--- config.mk ---
export PLATFORM = sky130hd
export DESIGN_NAME = sdram_arbiter
export DESIGN_NICKNAME = d
export VERILOG_FILES = /design/src/rtl/sdram_arbiter.sv
export SDC_FILE = /design/constraint.sdc
export NUM_CORES = 1
export LEC_CHECK = 0
export ABC_AREA = 1
export BUFFER_PORTS_ARGS = -buffer_cell sky130_fd_sc_hd__clkbuf_2
export CORE_AREA = 4 4 107 109
export DETAILED_ROUTE_END_ITERATION = 6
export DIE_AREA = 0 0 111 113
export HOLD_SLACK_MARGIN = 0.12
export MAX_ROUTING_LAYER = met4
export PLACE_DENSITY = 0.52
export SYNTH_ARGS = -nofsm -noshare
export SYNTH_HDL_FRONTEND = slang
export SYNTH_SLANG_ARGS = --single-unit
--- constraint.sdc ---
create_clock -name clk -period 3.6 [get_ports clk]
set_input_delay 0.9 -clock clk [delete_from_list [all_inputs] [get_ports clk]]
set_output_delay 0.9 -clock clk [all_outputs]
set_load 0.005 [all_outputs]
--- src/rtl/sdram_arbiter.sv ---
`default_nettype none
// ============================================================================
//  Module   : sdram_arbiter
//  Purpose  : Shares one SDRAM core command port among NUM_REQ requesters.
//             A registered grant selects one requester and presents its
//             command to the core. Each accepted command pushes the issuer
//             ID into an in-order FIFO. Core responses pop that FIFO and are
//             routed to the issuer combinationally.
//  Ports    : clk, rst (async, active-high)
//             m_wr/m_rd/m_addr/m_write_data : per-requester commands
//                                            (slice i belongs to requester i)
//             m_accept/m_ack/m_error        : one-hot per-requester handshakes
//             m_read_data                   : core read data, gated by a
//                                            routed ack
//             s_wr/s_rd/s_addr/s_write_data : command to the core
//             s_accept/s_ack/s_error/s_read_data : core handshake/response
//             outstanding                   : ID FIFO occupancy
//  Config   : SDRAM_ARB_FIXED_PRIO_EN - when defined, the lowest requesting
//             index always wins and the round-robin pointer is removed.
//  Revision : 1.0 - initial release
// ============================================================================
module sdram_arbiter #(
  parameter int NUM_REQ    = 2,
  parameter int ADDR_WIDTH = 32,
  parameter int DATA_WIDTH = 32,
  parameter int WR_WIDTH   = $clog2(DATA_WIDTH) - 2,
  parameter int MAX_OUT    = 4
) (
  input  logic                           clk,
  input  logic                           rst,
  input  logic [NUM_REQ*WR_WIDTH-1:0]    m_wr,
  input  logic [NUM_REQ-1:0]             m_rd,
  input  logic [NUM_REQ*ADDR_WIDTH-1:0]  m_addr,
  input  logic [NUM_REQ*DATA_WIDTH-1:0]  m_write_data,
  output logic [NUM_REQ-1:0]             m_accept,
  output logic [NUM_REQ-1:0]             m_ack,
  output logic [NUM_REQ-1:0]             m_error,
  output logic [DATA_WIDTH-1:0]          m_read_data,
  output logic [WR_WIDTH-1:0]            s_wr,
  output logic                           s_rd,
  output logic [ADDR_WIDTH-1:0]          s_addr,
  output logic [DATA_WIDTH-1:0]          s_write_data,
  input  logic                           s_accept,
  input  logic                           s_ack,
  input  logic                           s_error,
  input  logic [DATA_WIDTH-1:0]          s_read_data,
  output logic [$clog2(MAX_OUT):0]       outstanding
);

  localparam int IDX_W = (NUM_REQ > 1) ? $clog2(NUM_REQ) : 1;
  localparam int PTR_W = (MAX_OUT > 1) ? $clog2(MAX_OUT) : 1;
  localparam int CNT_W = $clog2(MAX_OUT) + 1;

  localparam logic [0:0] ST_IDLE = 1'b0;
  localparam logic [0:0] ST_BUSY = 1'b1;

  logic [0:0]       state_q, state_d;
  logic [IDX_W-1:0] grant_q, grant_d;
  logic [PTR_W-1:0] wr_ptr_q, wr_ptr_d;
  logic [PTR_W-1:0] rd_ptr_q, rd_ptr_d;
  logic [CNT_W-1:0] count_q, count_d;
  logic [IDX_W-1:0] fifo_q [MAX_OUT];

  logic [NUM_REQ-1:0] req;
  logic [IDX_W-1:0]   winner;
  logic [IDX_W-1:0]   head;
  logic               full;
  logic               empty;
  logic               push;
  logic               pop;

  // Requester i is active when any write-enable bit or its read bit is set.
  generate
    for (genvar i = 0; i < NUM_REQ; i++) begin : g_req
      assign req[i] = (|m_wr[i*WR_WIDTH +: WR_WIDTH]) | m_rd[i];
    end
  endgenerate

  assign full  = (count_q == CNT_W'(MAX_OUT));
  assign empty = (count_q == '0);
  assign head  = fifo_q[rd_ptr_q];
  assign pop   = (s_ack | s_error) & ~empty;
  assign outstanding = count_q;

`ifdef SDRAM_ARB_FIXED_PRIO_EN
  // Scan from the top down so the lowest requesting index is left standing.
  always_comb begin
    winner = '0;
    for (int i = NUM_REQ - 1; i >= 0; i--) begin
      if (req[IDX_W'(i)]) winner = IDX_W'(i);
    end
  end
`else
  logic [IDX_W-1:0] last_grant_q, last_grant_d;
  int               rr_idx;
  logic             rr_found;

  // Search begins one past the last accepted requester and wraps around,
  // so the most recently served requester has the lowest priority.
  always_comb begin
    winner   = '0;
    rr_idx   = 0;
    rr_found = 1'b0;
    for (int k = 1; k <= NUM_REQ; k++) begin
      rr_idx = int'(last_grant_q) + k;
      if (rr_idx >= NUM_REQ) rr_idx = rr_idx - NUM_REQ;
      if (!rr_found && req[IDX_W'(rr_idx)]) begin
        rr_found = 1'b1;
        winner   = IDX_W'(rr_idx);
      end
    end
  end

  assign last_grant_d = push ? grant_q : last_grant_q;

  always_ff @(posedge clk or posedge rst) begin
    if (rst) last_grant_q <= IDX_W'(NUM_REQ - 1);
    else     last_grant_q <= last_grant_d;
  end
`endif

  // Grant FSM. Fullness is taken from the registered count, so a pop in
  // the same cycle cannot open the way for a grant until the next cycle.
  always_comb begin
    state_d = state_q;
    grant_d = grant_q;
    push    = 1'b0;
    case (state_q)
      ST_IDLE: begin
        if ((|req) && !full) begin
          grant_d = winner;
          state_d = ST_BUSY;
        end
      end
      ST_BUSY: begin
        // A requester that withdraws before acceptance loses its slot
        // without leaving an entry in the ID FIFO.
        if (!req[grant_q]) begin
          state_d = ST_IDLE;
        end else if (s_accept) begin
          push    = 1'b1;
          state_d = ST_IDLE;
        end
      end
      default: state_d = ST_IDLE;
    endcase
  end

  always_comb begin
    wr_ptr_d = push ? wr_ptr_q + 1'b1 : wr_ptr_q;
    rd_ptr_d = pop  ? rd_ptr_q + 1'b1 : rd_ptr_q;
    count_d  = count_q;
    if (push && !pop)      count_d = count_q + 1'b1;
    else if (!push && pop) count_d = count_q - 1'b1;
  end

  always_ff @(posedge clk or posedge rst) begin
    if (rst) begin
      state_q  <= ST_IDLE;
      grant_q  <= '0;
      wr_ptr_q <= '0;
      rd_ptr_q <= '0;
      count_q  <= '0;
    end else begin
      state_q  <= state_d;
      grant_q  <= grant_d;
      wr_ptr_q <= wr_ptr_d;
      rd_ptr_q <= rd_ptr_d;
      count_q  <= count_d;
    end
  end

  always_ff @(posedge clk or posedge rst) begin
    if (rst) begin
      for (int i = 0; i < MAX_OUT; i++) fifo_q[i] <= '0;
    end else if (push) begin
      fifo_q[wr_ptr_q] <= grant_q;
    end
  end

  // Core command: driven only while a grant is held; zero in IDLE so no
  // requester input reaches the core without passing the grant register.
  always_comb begin
    s_wr         = '0;
    s_rd         = 1'b0;
    s_addr       = '0;
    s_write_data = '0;
    m_accept     = '0;
    if (state_q == ST_BUSY) begin
      s_wr         = m_wr[grant_q*WR_WIDTH +: WR_WIDTH];
      s_rd         = m_rd[grant_q];
      s_addr       = m_addr[grant_q*ADDR_WIDTH +: ADDR_WIDTH];
      s_write_data = m_write_data[grant_q*DATA_WIDTH +: DATA_WIDTH];
      if (req[grant_q]) m_accept[grant_q] = s_accept;
    end
  end

  // Responses go to the FIFO head; with nothing outstanding they are dropped.
  always_comb begin
    m_ack       = '0;
    m_error     = '0;
    m_read_data = '0;
    if (pop) begin
      m_ack[head]   = s_ack;
      m_error[head] = s_error;
    end
    if (s_ack && !empty) m_read_data = s_read_data;
  end

endmodule
`default_nettype wire

==> metrics.yaml <==
dp_hpwl_microns: 8410
wl_per_cell_microns: 12.3
period_minus_slack_ps: 2720
layout_common_cells: "281 x clkbuf_2, 172 x nor2_1, 71 x o21ai_0, 43 x inv_1, 28 x nand2_1"
ys_types: 28
finalCritPeriodShare_pct: 75.6
cts.sinks: 14
synth_fa_ha_area_share_pct: 3.90
post_cts_buffers: 0
fmax_ghz: 0.368
first_global_vias: 3248
synth_compound_area_share_pct: 18.9
cts_hold_buf: 0
grtUsageMet1_pct: 17.1
clk_pin_slew_ps: 60
drc: 0
reg2regPathDepth: 10
grt_overflow_total: 0
core_area_sq_um: 10600
synthXorXnorAreaFrac_pct: 1.24
htreeDepth: 1
skew_ps: 5.88
yosys_warnings: 0
leakagePower_nw: 2.28
mostFrequentLayoutCell: "clkbuf_2"
num_rows: 38
slew_headroom_pct: 52.9
hp-class: "register to register"
grt_use_total_pct: 15.0
numCtsBuffers: 3
synthToLayoutAreaGrowth_pct: 71.7
diodes: 0
syn-mean-instance-area_sq_um: 5.26
worstMarginPinSlew_ps: 707
drt_wl_total_microns: 9870
io_buffers: 281
synth_edf_count: 0
cp-start-kind: "register"
cts_resized: 0
worstPathMaxFanout: 55
grt_use_met2_pct: 28.0
busiest_layer: "met2"
grtUsageMet3_pct: 2.41
synth_fp_nets: 581
fill_cells: 1194
via_count: 3321
hold_start: "fifo_q[3]"
netlist_instances: 402
hold_depth: 2
synth-simple-area-share_pct: 44.7
cts_tree: "built"
rsz0062_at_grt: "no"
layout-drive-gt1-share_pct: 46.8
yosysSeqAreaShare_pct: 16.6
antenna_found_initial: 0
setup_viol: 0
nets: 844
die_y_microns: 113
ys.flop_type: "dfrtp_1"
hold_violations: 0
cap_viol_max_count: 0
p_total_mw: 2.31
p_per_area_nw_per_um2: 636
clock_latency_ps: 240
syn-cell-area_sq_um: 2120
die_w_microns: 111
grt_pass1_wl_microns: 15500
detail-route-antenna-nets: 0
required_ps: 2700
synth_seq_cells: 14
drt-pass1-iter-count: 4
async_reset_ff_share_pct: 100
cp.arrival_ps: 1820
cts_buffer_depth: 2
min_to: "fifo_q[3]"
cts-root-buf: "clkbuf_8"
first_iter_violations: 178
reg2reg_slack_ps: 1170
ir_drop_uv: 237
status: "completed"
pin_count: 282
viasPerCell: 4.13
report.final.slew_viol_count: 0
synth_top_family_by_area: "simple AND/OR/NAND/NOR gates"
initial_core_util_pct: 20.0
reg2reg_from: "grant_q"
place_congestion: 0.878
worst_setup_path_end_kind: "output port"
r2r_end: "outstanding[2]"
dieArea_sq_um: 12500
crit_type: "register to output port"
fin_setup_tns_ps: 0
yosys-mux-area-fraction_pct: 0
grt_max_degree: 72
## how the worst max path moves through the flow
| stage | slack (ps) | end | cells past startpoint | startpoint |
|---|---|---|---|---|
| after floorplan | 1360 | outstanding[2] | 11 | m_wr[2] |
| after global placement | 1080 | m_ack[1] | 4 | s_ack |
| after detailed placement | 1030 | m_ack[1] | 4 | s_ack |
| after CTS | 850 | s_write_data[1] | 4 | state_q |
| after global routing | 660 | s_addr[14] | 4 | state_q |
| final | 880 | s_addr[1] | 4 | grant_q |
## layer usage
metal	routed length, microns	vias up
met5	0	-
met4	70	0
met3	709	8
met2	5220	122
met1	3880	1422
li1	-	1769
## through the flow
| step | worst slack, ps | util (%) | std cells | hold slack [ps] | area, sq um |
|---|---|---|---|---|---|
| after floorplan | 1360 | - | 402 | 437 | 2120 |
| after detailed placement | 1030 | 33.8 | 800 | 462 | 3580 |
| final | 879 | 34.3 | 804 | 469 | 3630 |
| after CTS | 846 | 34.3 | 804 | 477 | 3630 |
| after global placement | 1080 | 33.8 | 800 | 461 | 3580 |
| after global routing | 665 | 34.3 | 804 | 500 | 3630 |
## sequential cells by signal, summed over array words and instances, names as in the netlist
register / flops
fifo_q: 4
grant_q: 1
last_grant_q: 1
outstanding: 3
rd_ptr_q: 2
state_q: 1
wr_ptr_q: 2
## kinds of logic after synthesis
| kind of cell | after synthesis |
|---|---|
| simple gates | 231 |
| compound gates | 78 |
| buf+inv | 70 |
| flops | 14 |
| fa+ha+maj | 6 |
| xor+xnor | 3 |
## where the power goes
group	switching [mW]	internal, mW
Combinational	1.03	0.724
Clock	0.0567	0.0968
Sequential	0.161	0.243
Total	1.25	1.06
## Yosys cell counts (2+ instances only)
library cell / n / area, sq um
ha_1: 5 / 62.6
xor2_1: 2 / 17.5
nand2_1: 28 / 105
nor2_1: 172 / 646
inv_1: 43 / 161
o21ai_0: 71 / 355
nand3_1: 4 / 20.0
buf_2: 9 / 45.0
clkbuf_2: 4 / 20.0
nor2_2: 12 / 75.1
nand2_2: 4 / 25.0
nand4_1: 9 / 56.3
a21oi_1: 3 / 15.0
buf_6: 2 / 22.5
dfrtp_1: 13 / 325
clkbuf_1: 9 / 33.8
## worst max-delay path: stages, from the launching register on
cell      delay (ps)
dfrtp_2          620
buf_4            470
o21ai_0          170
nor2_1           150
clkbuf_2         150
## cell type report
class                           instances  area [sq um]  area share (%)
Multi-Input combinational cell        318          1450            40.0
Tap cell                              140           175            4.82
Sequential cell                        14           354            9.75
Clock buffer                            4          55.1            1.52
Inverter                               45           174            4.79
Timing Repair Buffer                  283          1420            39.1
Power figures use the tool's default switching activity.
